`src/rtl/mseq_pkg.sv`:
```
// Shared M-sequence definitions: default polynomial/seed/frame length,
// decoder FSM states and the LFSR step used by generator and decoder alike.
package mseq_pkg;

   localparam int unsigned       N        = 63;
   localparam int unsigned       LENGTH   = $clog2(N);
   localparam logic [LENGTH-1:0] POLYNOME = 6'b100111;
   localparam logic [LENGTH-1:0] SEED     = 6'b101010;

   typedef enum logic [1:0] {
      IDLE,
      CAPTURE,
      TRACK,
      REPORT
   } state_t;

   function automatic logic [LENGTH-1:0] lfsr_step(
      input logic [LENGTH-1:0] state,
      input logic [LENGTH-1:0] poly = POLYNOME
   );
      return {^(poly & state), state[LENGTH-1:1]};
   endfunction

endpackage

```
`src/rtl/mseq_phase_search.sv`:
```
// Phase search engine: steps a local LFSR from SEED, one step per cycle,
// until it meets the captured target phase (hit) or N-1 steps have passed (miss).
module mseq_phase_search
   import mseq_pkg::*;
#(
   parameter int unsigned       N        = mseq_pkg::N,
   parameter int unsigned       LENGTH   = $clog2(N),
   parameter logic [LENGTH-1:0] POLYNOME = mseq_pkg::POLYNOME,
   parameter logic [LENGTH-1:0] SEED     = mseq_pkg::SEED
)(
   input  logic              clkin,
   input  logic              rstn,
   input  logic              start,
   input  logic [LENGTH-1:0] target,
   output logic              done,
   output logic              hit,
   output logic [LENGTH-1:0] step
);

   if (LENGTH != mseq_pkg::LENGTH) begin : g_width_check
      $error("mseq_phase_search: LENGTH must match the shared lfsr_step width");
   end

   logic [LENGTH-1:0] goal;
   logic [LENGTH-1:0] current;
   logic              busy;

   always_ff @(posedge clkin) begin
      if (!rstn) begin
         goal    <= '0;
         current <= '0;
         step    <= '0;
         busy    <= 1'b0;
         done    <= 1'b0;
         hit     <= 1'b0;
      end else if (start) begin
         goal    <= target;
         current <= SEED;
         step    <= '0;
         busy    <= 1'b1;
         done    <= 1'b0;
         hit     <= 1'b0;
      end else if (busy) begin
         // all-zero is not on the maximal-length cycle, so it can never be found
         if (goal == '0) begin
            busy <= 1'b0;
            done <= 1'b1;
         end else if (current == goal) begin
            busy <= 1'b0;
            done <= 1'b1;
            hit  <= 1'b1;
         end else if (step == LENGTH'(N - 1)) begin
            busy <= 1'b0;
            done <= 1'b1;
         end else begin
            current <= lfsr_step(current, POLYNOME);
            step    <= step + LENGTH'(1);
         end
      end
   end

endmodule

```
`src/rtl/mseq_code_decoder.sv`:
```
// M-sequence shift-code decoder: captures the LFSR phase from the chip stream,
// searches for the shift code and checks the remaining chips (MSEQ_DEC_ERRCHK_EN).
module mseq_code_decoder
   import mseq_pkg::*;
#(
   parameter logic [5:0]        POLYNOME   = mseq_pkg::POLYNOME,
   parameter logic [5:0]        SEED       = mseq_pkg::SEED,
   parameter int unsigned       N          = mseq_pkg::N,
   parameter int unsigned       LENGTH     = $clog2(N),
   parameter int unsigned       HOLD       = 3,
   parameter int unsigned       SAMPLE_OFS = 1,
   parameter int unsigned       ERR_MAX    = 2
)(
   input  logic              clkin,
   input  logic              rstn,
   input  logic              chip_i,
   input  logic              strobe_i,
   output logic              ready_o,
   output logic [LENGTH-1:0] code_o,
   output logic              code_valid_o,
   output logic              match_o,
   output logic [LENGTH-1:0] err_cnt_o,
   output logic              lock_o
);

   localparam int unsigned KW = $clog2(N + 1);
   localparam int unsigned TW = $clog2(HOLD + 1);

   if ((N - LENGTH) * HOLD < N) begin : g_timing_check
      $error("mseq_code_decoder: search cannot finish before the end of the frame");
   end
   if (SAMPLE_OFS < 1 || SAMPLE_OFS >= HOLD) begin : g_ofs_check
      $error("mseq_code_decoder: SAMPLE_OFS must be in 1..HOLD-1");
   end

   state_t            state, state_next;
   logic              strobe_d;
   logic [TW-1:0]     timer;
   logic [KW-1:0]     k;
   logic [LENGTH-1:0] sr;
   logic              tick;
   logic              capture_done;
   logic              last_chip;
   logic              search_start;
   logic              search_done;
   logic              search_hit;
   logic [LENGTH-1:0] search_step;
   logic [LENGTH-1:0] err_upd;

   logic              ready_nxt;
   logic              valid_nxt;
   logic [LENGTH-1:0] code_nxt;
   logic              match_nxt;
   logic [LENGTH-1:0] err_nxt;
   logic              lock_nxt;

   assign tick         = (timer == '0) && (state == CAPTURE || state == TRACK);
   assign capture_done = tick && (state == CAPTURE) && (k == KW'(LENGTH - 1));
   assign last_chip    = tick && (state == TRACK) && (k == KW'(N - 1));

   always_ff @(posedge clkin) begin
      if (!rstn) begin
         state <= IDLE;
      end else begin
         state <= state_next;
      end
   end

   always_comb begin
      state_next = state;
      unique case (state)
         IDLE:    if (strobe_i && !strobe_d) state_next = CAPTURE;
         CAPTURE: if (capture_done)          state_next = TRACK;
         TRACK:   if (last_chip)             state_next = REPORT;
         REPORT:                             state_next = IDLE;
         default:                            state_next = IDLE;
      endcase
   end

   // timer counts down to zero, so loading SAMPLE_OFS-1 at the strobe edge
   // places the first sample SAMPLE_OFS cycles after it
   always_ff @(posedge clkin) begin
      if (!rstn) begin
         strobe_d     <= 1'b0;
         timer        <= '0;
         k            <= '0;
         sr           <= '0;
         search_start <= 1'b0;
      end else begin
         strobe_d     <= strobe_i;
         search_start <= capture_done;
         if (state == IDLE) begin
            timer <= TW'(SAMPLE_OFS - 1);
            k     <= '0;
            sr    <= '0;
         end else if (tick) begin
            timer <= TW'(HOLD - 1);
            k     <= k + KW'(1);
            sr    <= {chip_i, sr[LENGTH-1:1]};
         end else if (state == CAPTURE || state == TRACK) begin
            timer <= timer - TW'(1);
         end
      end
   end

`ifdef MSEQ_DEC_ERRCHK_EN
   logic [LENGTH-1:0] err_cnt;
   logic              predicted;
   logic              mismatch;

   assign predicted = ^(POLYNOME & sr);
   assign mismatch  = tick && (state == TRACK) && (chip_i != predicted);
   assign err_upd   = (mismatch && err_cnt != '1) ? err_cnt + LENGTH'(1) : err_cnt;

   always_ff @(posedge clkin) begin
      if (!rstn || state == IDLE) begin
         err_cnt <= '0;
      end else begin
         err_cnt <= err_upd;
      end
   end
`else
   assign err_upd = '0;
`endif

   mseq_phase_search #(
      .N        (N),
      .LENGTH   (LENGTH),
      .POLYNOME (POLYNOME),
      .SEED     (SEED)
   ) u_search (
      .clkin  (clkin),
      .rstn   (rstn),
      .start  (search_start),
      .target (sr),
      .done   (search_done),
      .hit    (search_hit),
      .step   (search_step)
   );

   // outputs are registered; results land together with the last chip sample
   always_comb begin
      ready_nxt = (state_next == IDLE);
      valid_nxt = last_chip;
      code_nxt  = code_o;
      match_nxt = match_o;
      err_nxt   = err_cnt_o;
      lock_nxt  = lock_o;
      if (last_chip) begin
         match_nxt = search_done && search_hit;
         code_nxt  = match_nxt ? search_step : '0;
         err_nxt   = err_upd;
         lock_nxt  = match_nxt && (err_upd <= LENGTH'(ERR_MAX));
      end
   end

   always_ff @(posedge clkin) begin
      if (!rstn) begin
         ready_o      <= 1'b1;
         code_valid_o <= 1'b0;
         code_o       <= '0;
         match_o      <= 1'b0;
         err_cnt_o    <= '0;
         lock_o       <= 1'b0;
      end else begin
         ready_o      <= ready_nxt;
         code_valid_o <= valid_nxt;
         code_o       <= code_nxt;
         match_o      <= match_nxt;
         err_cnt_o    <= err_nxt;
         lock_o       <= lock_nxt;
      end
   end

endmodule

```
`config.mk`:
```
export PLATFORM = sky130hd
export DESIGN_NAME = mseq_code_decoder
export DESIGN_NICKNAME = d
export VERILOG_FILES = /design/src/rtl/mseq_pkg.sv /design/src/rtl/mseq_phase_search.sv /design/src/rtl/mseq_code_decoder.sv
export SDC_FILE = /design/constraint.sdc
export NUM_CORES = 1
export LEC_CHECK = 0
export CORE_UTILIZATION = 50
export CTS_BUF_LIST = sky130_fd_sc_hd__clkbuf_4
export CTS_CLUSTER_DIAMETER = 150
export DETAILED_ROUTE_END_ITERATION = 8
export PLACE_DENSITY = 0.78
export SLEW_MARGIN = 10
export SYNTH_ARGS = -nofsm -noshare
export SYNTH_HDL_FRONTEND = slang
export SYNTH_SLANG_ARGS = --single-unit
export TNS_END_PERCENT = 1
```
`constraint.sdc`:
```
create_clock -name clkin -period 2.8 [get_ports clkin]
set_clock_uncertainty 0.05 [all_clocks]
set_input_delay 0.56 -clock clkin [delete_from_list [all_inputs] [get_ports clkin]]
set_output_delay 0.56 -clock clkin [all_outputs]
set_load 0.005 [all_outputs]
```
# Word-level counts from Yosys, hierarchy flattened
# Cells that the tools add are included.
[op_classes]
n_eq_ne = 10
muxes = 20
bitwise = 4
n_addsub = 3
reduce_logical = 24
[ops]
columns = ["operator", "count"]
rows = [
  ["2-to-1 mux 6 bit", 6],
  ["adder 6 x 1 -> 6 bit, second input constant", 2],
  ["== test 6 bit, second input constant", 2],
  ["2-to-1 mux 2 bit", 5],
  ["2-to-1 mux 1 bit", 8],
  ["case mux 2 bit (4 select lines)", 1],
  ["AND reduction 4 bit", 2],
  ["logical AND 1 bit", 7],
  ["== test 6 x 3 -> 1 bit, second input constant", 1],
  ["== test 6 bit", 1],
  ["zero test 2 bit", 3],
  ["zero test 6 bit", 1],
  ["inequality test 2 bit, second input constant", 3],
  ["parity 6 bit", 1],
  ["== test 2 bit, second input constant", 2],
  ["NOT 1 bit", 4],
  ["nonzero test 2 bit", 2],
  ["OR reduction 2 bit", 2],
  ["AND reduction 3 bit", 1],
  ["nonzero test 3 bit", 1],
  ["OR reduction 3 bit", 1],
  ["== test 2 x 1 -> 1 bit, second input constant", 1],
  ["AND reduction 2 bit", 1],
  ["subtractor 2 x 1 -> 2 bit, second input constant", 1],
  ["other kinds (2)", 2],
]
[totals]
inputBits = 4
elab_cells = 79
regBits = 48
output_inout_bits = 16

# Longest topological paths before layout
# Gate-level depths: netlist (run 1).
[depth]
ltp_word = 8
depth_mapped = 8
ltp_nobuf = 7

# Modules after synthesis
# From an unflattened synthesis (run 1), not the netlist that was laid out.
[unflattened]
cells_unflattened = 239
hier_area_um2 = 2192.1
[by_module_without_submodules]
columns = ["module", "n_inst", "seq_area_each_um2", "cells_per_inst", "area_each_um2"]
rows = [
  ["mseq_code_decoder", 1, 540.5, 136, 1182.4],
  ["mseq_phase_search", 1, 420.4, 103, 1009.7],
]

# Worst setup path after synthesis (run 1)
# Ideal clock, no wire load.
[synth_timing]
path_kind = "flip-flop to flip-flop"
from = "register state[1]"
to = "register ready_o"
period_less_slack_ns = 1.906
path_buffers = 1
setup_ns = 0.125
t_arrival_ns = 1.731
path_slack_ns = 0.894
t_required_ns = 2.625
path_stages_with_launch = 9
path_cell_list = "dfxtp_1 inv_1 ha_1 nand3_2 or3_1 buf_6 o211ai_2 and3_2 nor2_1"
[synth_via]
elab_chain_cells = 8
elab_cells_between_ends = 15
cone_classes = "eq/ne (3); mux (4); reduce/logical (8)"
[synth_lines]
columns = ["item", "line_no", "rtl"]
rows = [
  ["start: declaration", "mseq_code_decoder.sv:36", "state_t state, state_next;"],
  ["start signal: assignment", "mseq_code_decoder.sv:65", "state <= state_next;"],
  ["== test 2 x 1 -> 1 bit or == test 2 bit (tied branches)", "-", ""],
  ["logical OR 1 bit", "mseq_code_decoder.sv:57", "assign tick = (timer == '0) && (state == CAPTURE || state == TRACK);"],
  ["logical AND 1 bit", "mseq_code_decoder.sv:57", ""],
  ["logical AND 1 bit, on equally long branches (2 in series)", "mseq_code_decoder.sv:59, mseq_code_decoder.sv:58", ""],
  ["2-to-1 mux 2 bit, on equally long branches", "mseq_code_decoder.sv:74, mseq_code_decoder.sv:73", ""],
  ["case mux 2 bit (4 select lines) *", "mseq_code_decoder.sv:71", "unique case (state)"],
  ["zero test 2 bit *", "mseq_code_decoder.sv:143", "ready_nxt = (state_next == IDLE);"],
  ["end signal: assignment", "mseq_code_decoder.sv:166", "ready_o <= ready_nxt;"],
  ["end: declaration", "mseq_code_decoder.sv:18", "output logic ready_o,"],
]
# Every way passes the cells marked *; elsewhere a longest branch is shown, timed or not.
# A chain may end at the register's enable or synchronous reset.

# Final worst setup path (run 1)
# Ends and elaborated chain as after synthesis.

==> metrics.yaml, run 1 <==
status: "complete, no violations"
use_met1_pct: 24.4
grt_use_met3_pct: 4.73
grt_pass1_vias: 1569
cp_max_fo: 8
timing.rr.start: "state[1]"
grt_usage_pct: 20.4
nets: 274
cts_root_buf: "clkbuf_4"
syn_area_sq_um: 2160
cts_tree: "yes"
chipWidth_um: 67.7
hold_viol_final: 0
finalSetupViolCount: 0
fill_cells: 385
clk_latency_ns: 0.37
antenna_found_initial: 0
drive_above_1_share_pct: 4.21
portBuffers: 13
post-route-drc-count: 0
synthMostInstantiatedCell: "dfxtp_1"
worstSetupEndpointType: "register"
synth_edf_count: 0
syn_area_per_cell_sq_um: 8.53
clockBufferDepth: 2
cts_resized: 0
arrival_ns: 2.33
pin_count: 20
r2r-end: "ready_o"
p_per_area_nw_per_um2: 614
synth_top_cell_area_share_pct: 44.5
worst_pin_slew_ns: 0.691
r2r_slack_ns: 0.68
slew_violations: 0
irDropWorstVdd_uv: 400
postRouteAntennaNets: 0
wl_per_cell_um: 12.6
drtIter0Drc: 106
start_kind: "register"
synth_flop_cell: "dfxtp_1"
start_util_pct: 53.2
clock-sinks: 48
cts_buffers: 5
grt_setup_unrepaired: "false"
period_share_pct: 75.6
ys_top_cells_by_area: "dfxtp_1, a21oi_1, ha_1, nand2_1, xnor2_1"
synth_cells: 253
synth_common_cells: "dfxtp_1, nand2_1, a21oi_1"
cp_data_required_time_ns: 3.02
grt_pass1_wl_mm: 6.88
first_pass_iters: 4
globalRoute.busiestLayer: "met2"
met2_usage_pct: 33.2
clk_pin_slew_ns: 0.13
post-cts-setup-buffer-count: 0
relSlewSlack_pct: 53.6
synth_top_area_cell: "dfxtp_1"
synth_seq_cells: 48
max_cap_violations: 0
reg2regPathDepth: 7
power_leakage_nw: 0.767
dp_hpwl_mm: 2.83
fp.dieH_um: 67.7
wl_mm: 3.91
rows: 23
antenna_cells: 0
synthToLayoutAreaGrowth_pct: 7.42
whs_path_depth: 2
cts_hold_buf: 0
coreArea_sq_um: 4060
fmax_ghz: 0.473
via_per_inst: 5.37
min_path_type: "reg -> reg"
fin_hold_ws_ns: 0.402
crit_type: "reg -> reg"
globalplace.congestion: 0.789
hold_end: "u_search.done"
async_flop_share_pct: 0
yosys_warnings: 0
cts_max_level: 2
synth_cell_types: 36
grt-ovfl-total: 0
min_from: "u_search.done"
vias: 1670
grt_max_degree: 21
seq_area_frac_synth_pct: 44.5
dieArea_sq_um: 4580
fin_crit_ns: 2.12
fin_tns_setup_ns: 0
-- power by group --
| group | internal, mW | switching [mW] | total (mW) |
|---|---|---|---|
| registers | 0.720 | 0.0258 | 0.746 |
| clock network | 0.102 | 0.205 | 0.308 |
| logic | 0.128 | 0.242 | 0.369 |
| total | 0.950 | 0.473 | 1.42 |
-- layout make-up --
class | count | area, sq um | share of cell area (%)
multi-input cells | 179 | 1060 | 45.8
flip-flops and latches | 48 | 961 | 41.5
repair buffers | 13 | 130 | 5.62
well taps | 50 | 62.6 | 2.70
inverters | 14 | 52.6 | 2.27
clock buffers | 6 | 45.0 | 1.94
clock inverters | 1 | 5.00 | 0.216
-- cells in the final DEF (no fill, tap or decap), types with 9 or more instances in the layout --
cell type        instances
nor2_1                  21
dfxtp_1                 48
nand3_1                 15
ha_1                     9
inv_1                   14
nand2_1                 30
o21ai_0                 10
xnor2_1                 10
a21oi_1                 26
clkdlybuf4s50_1         13
-- through the flow --
stage          util (%)  std cells  setup slack (ns)  power (mW)  cell area [sq um]
6_report           57.1        311             0.684        1.42               2320
2_1_floorplan         -        258             0.894        1.05               2180
5_1_grt            57.1        311             0.531        1.52               2320
3_3_place_gp       55.9        304             0.759        1.11               2270
3_5_place_dp       55.9        304             0.719        1.13               2270
4_1_cts            57.1        311             0.700        1.44               2320
-- critical path: stages, from the launching register on --
cell,delay [ns]
dfxtp_1,0.39
inv_1,0.07
ha_1,0.39
nand3_2,0.16
or3_1,0.54
o211ai_2,0.17
and3_2,0.20
nor2_1,0.04
-- sequential cells by signal, summed over array words and instances, names as in the netlist --
| name | count |
|---|---|
| u_search.goal | 6 |
| ready_o | 1 |
| timer | 2 |
| u_search.done | 1 |
| u_search.busy | 1 |
| u_search.current | 6 |
| lock_o | 1 |
| k | 6 |
| strobe_d | 1 |
| u_search.step | 6 |
| code_valid_o | 1 |
| code_o | 6 |
| u_search.hit | 1 |
| state | 2 |
| search_start | 1 |
| sr | 6 |
-- how the worst max path moves through the flow --
stage / from / to / cells past startpoint
global placement: state[1] / ready_o / 7
finish: state[1] / ready_o / 7
floorplan: state[1] / ready_o / 8
global route: state[0] / code_o[2] / 6
CTS: state[1] / ready_o / 7
detailed placement: state[1] / ready_o / 7
-- cells by family after synthesis --
kind of cell | Yosys count | share of synthesized area [%]
compound gates | 51 | 14.0
xor+xnor | 13 | 5.28
fa+ha+maj | 9 | 5.22
buf+inv | 31 | 7.13
flops | 48 | 44.5
mux | 6 | 2.78
other cells | 1 | 0.174
simple gates | 94 | 20.9
-- routing by layer --
metal	vias to the layer above	part of all wire (%)
met3	10	3.1
li1	872	-
met4	0	1.7
met5	-	0
met1	764	48
met2	24	47
Note: power is estimated with default switching activity, not from simulation.
==> run 2: changes to the inputs <==
==> constraint.sdc (replaced) <==
create_clock -name clkin -period 2.2 [get_ports clkin]
set_clock_uncertainty 0.05 [all_clocks]
set_input_delay 0.44 -clock clkin [delete_from_list [all_inputs] [get_ports clkin]]
set_output_delay 0.44 -clock clkin [all_outputs]
set_load 0.005 [all_outputs]
==> run 2 against run 1 <==
Effect of this change: via count grew 4.7%; clock power grew 16%; register-to-register slack lost 0.46 ns; fmax grew 6.9%; die area is the same; hold slack lost 0.0021 ns; power grew 27%; final area grew 1.7%; final cell count grew 1.6%; critical path type unchanged; largest cell class unchanged; largest power group unchanged; highest routed layer unchanged.
==> metrics.yaml, run 2 (same netlist as run 1, synthesis figures left out) <==
fin_crit_ns: 1.98  # -0.137 ns
cts_buffers: 5  # unchanged
dp_hpwl_mm: 2.87  # +1.4%
crit_type: "reg -> reg"
fin_tns_setup_ns: 0  # unchanged
slew_violations: 0  # unchanged
coreArea_sq_um: 4060  # unchanged
clk_latency_ns: 0.36  # about the same
worst_pin_slew_ns: 0.561  # -0.129 ns
portBuffers: 13  # unchanged
worstSetupEndpointType: "register"
grt_max_degree: 18  # -14%
grt_pass1_wl_mm: 7.11  # +3.4%
fp.dieH_um: 67.7  # unchanged
antenna_cells: 0  # unchanged
post-route-drc-count: 0  # unchanged
arrival_ns: 2.22  # -0.11 ns
clockPowerShare_pct: 19.7  # -1.9 points
grt-ovfl-total: 0  # unchanged
drtIter0Drc: 114  # +7.5%
layout_commonest_cell: "dfxtp_1"
final_area_sq_um: 2360  # +1.7%
globalplace.congestion: 0.803  # +1.7%
cp_max_fo: 6  # -2
vias: 1748  # +4.7%
drive_above_1_share_pct: 6.02  # +1.8 points
wl_mm: 4.04  # +3.3%
grt_usage_pct: 20.6  # +0.26 points
clk_pin_slew_ns: 0.13  # about the same
final_cell_mix: "dfxtp_1, nand2_1, a21oi_1"
cts_tree: "yes"
postRouteAntennaNets: 0  # unchanged
status: "complete, no violations"
synthToLayoutAreaGrowth_pct: 9.28
cp_data_required_time_ns: 2.45  # -0.57 ns
pin_count: 20  # unchanged
chipWidth_um: 67.7  # unchanged
fmax_ghz: 0.505  # +6.9%
fin_hold_ws_ns: 0.399  # -0.00212 ns
swShare_pct: 32.8  # -0.38 points
rows: 23  # unchanged
start_util_pct: 53.2  # unchanged
post-cts-setup-buffer-count: 0  # unchanged
finalSetupViolCount: 0  # unchanged
via_per_inst: 5.53  # +3.0%
clock-sinks: 48  # unchanged
irDropWorstVdd_uv: 805  # +100%
min_path_type: "reg -> reg"
dieArea_sq_um: 4580  # unchanged
hold_viol_final: 0  # unchanged
fill_cells: 384  # -0.26%
wl_per_cell_um: 12.8  # +1.7%
cts_max_level: 2  # unchanged
cts_root_buf: "clkbuf_4"
clockBufferDepth: 2  # unchanged
max_cap_violations: 0  # unchanged
grt_pass1_vias: 1654  # +5.4%
grt_setup_unrepaired: "false"
first_pass_iters: 4  # unchanged
period_share_pct: 89.9  # +14 points
p_int_mw: 1.22  # +28%
antenna_found_initial: 0  # unchanged
power_leakage_nw: 0.792  # +3.3%
power.switching_mw: 0.595  # +26%
cts_hold_buf: 0  # unchanged
cts_resized: 0  # unchanged
seqPwrFrac_pct: 52.5  # about the same
p_per_area_nw_per_um2: 768  # +25%
nets: 281  # +2.6%
start_kind: "register"
comb_power_share_pct: 27.8  # +1.8 points
relSlewSlack_pct: 62.6  # +9.0 points
placed_area_sq_um: 2320  # +2.3%
run 2: cell count changes in the layout (fill, tap and decap cells not counted), sizes merged:
cell and delta:
buf +7, clkbuf -1, clkinv -1
run 2: worst max-delay path, cell delays in order (launching register included):
cell	delay [ns]
dfxtp_1	0.39
inv_1	0.08
ha_1	0.39
nand3_2	0.15
or3_1	0.38
or3_1	0.32
a21oi_1	0.16
run 2: stage by stage:
step | instances | worst slack (ns) | power [mW] | util, %
floorplan | 258 | 0.294 | 1.33 | -
global placement | 311 | 0.308 | 1.45 | 57.2
detailed placement | 311 | 0.246 | 1.46 | 57.2
CTS | 316 | 0.207 | 1.82 | 58.1
global route | 316 | 0.0608 | 1.94 | 58.1
finish | 316 | 0.222 | 1.81 | 58.1
run 2: worst paths after layout:
path | start | to | slack (ns) | cells after the start
worst max-delay path | state[1] | k[5] | 0.22 | 6
worst min-delay path | u_search.done | u_search.done | 0.40 | 2
worst max register to register | state[1] | k[5] | 0.22 | 6
worst min register to register | u_search.done | u_search.done | 0.40 | 2
run 2: area by class of cell:
class | count | area, sq um | area share [%]
Multi-Input combinational cell | 179 | 1060 | 45.0
Sequential cell | 48 | 961 | 40.8
Timing Repair Buffer | 20 | 183 | 7.75
Tap cell | 50 | 62.6 | 2.65
Inverter | 14 | 52.6 | 2.23
Clock buffer | 5 | 37.5 | 1.59
run 2: power groups by stage:
| stage | sequential, mW | clock, mW | combinational (mW) |
|---|---|---|---|
| after floorplan | 0.962 | 0 | 0.372 |
| after global placement | 0.967 | 0 | 0.488 |
| after detailed placement | 0.969 | 0 | 0.495 |
| after CTS | 0.950 | 0.370 | 0.500 |
| after global routing | 0.958 | 0.402 | 0.578 |
| final | 0.950 | 0.357 | 0.503 |
run 2: metal layers:
layer  GRT usage [%]  wire (um)
met1            24.2       1900
met2            36.4       1930
met3            4.05        136
met4            7.98         68
met5               0          0
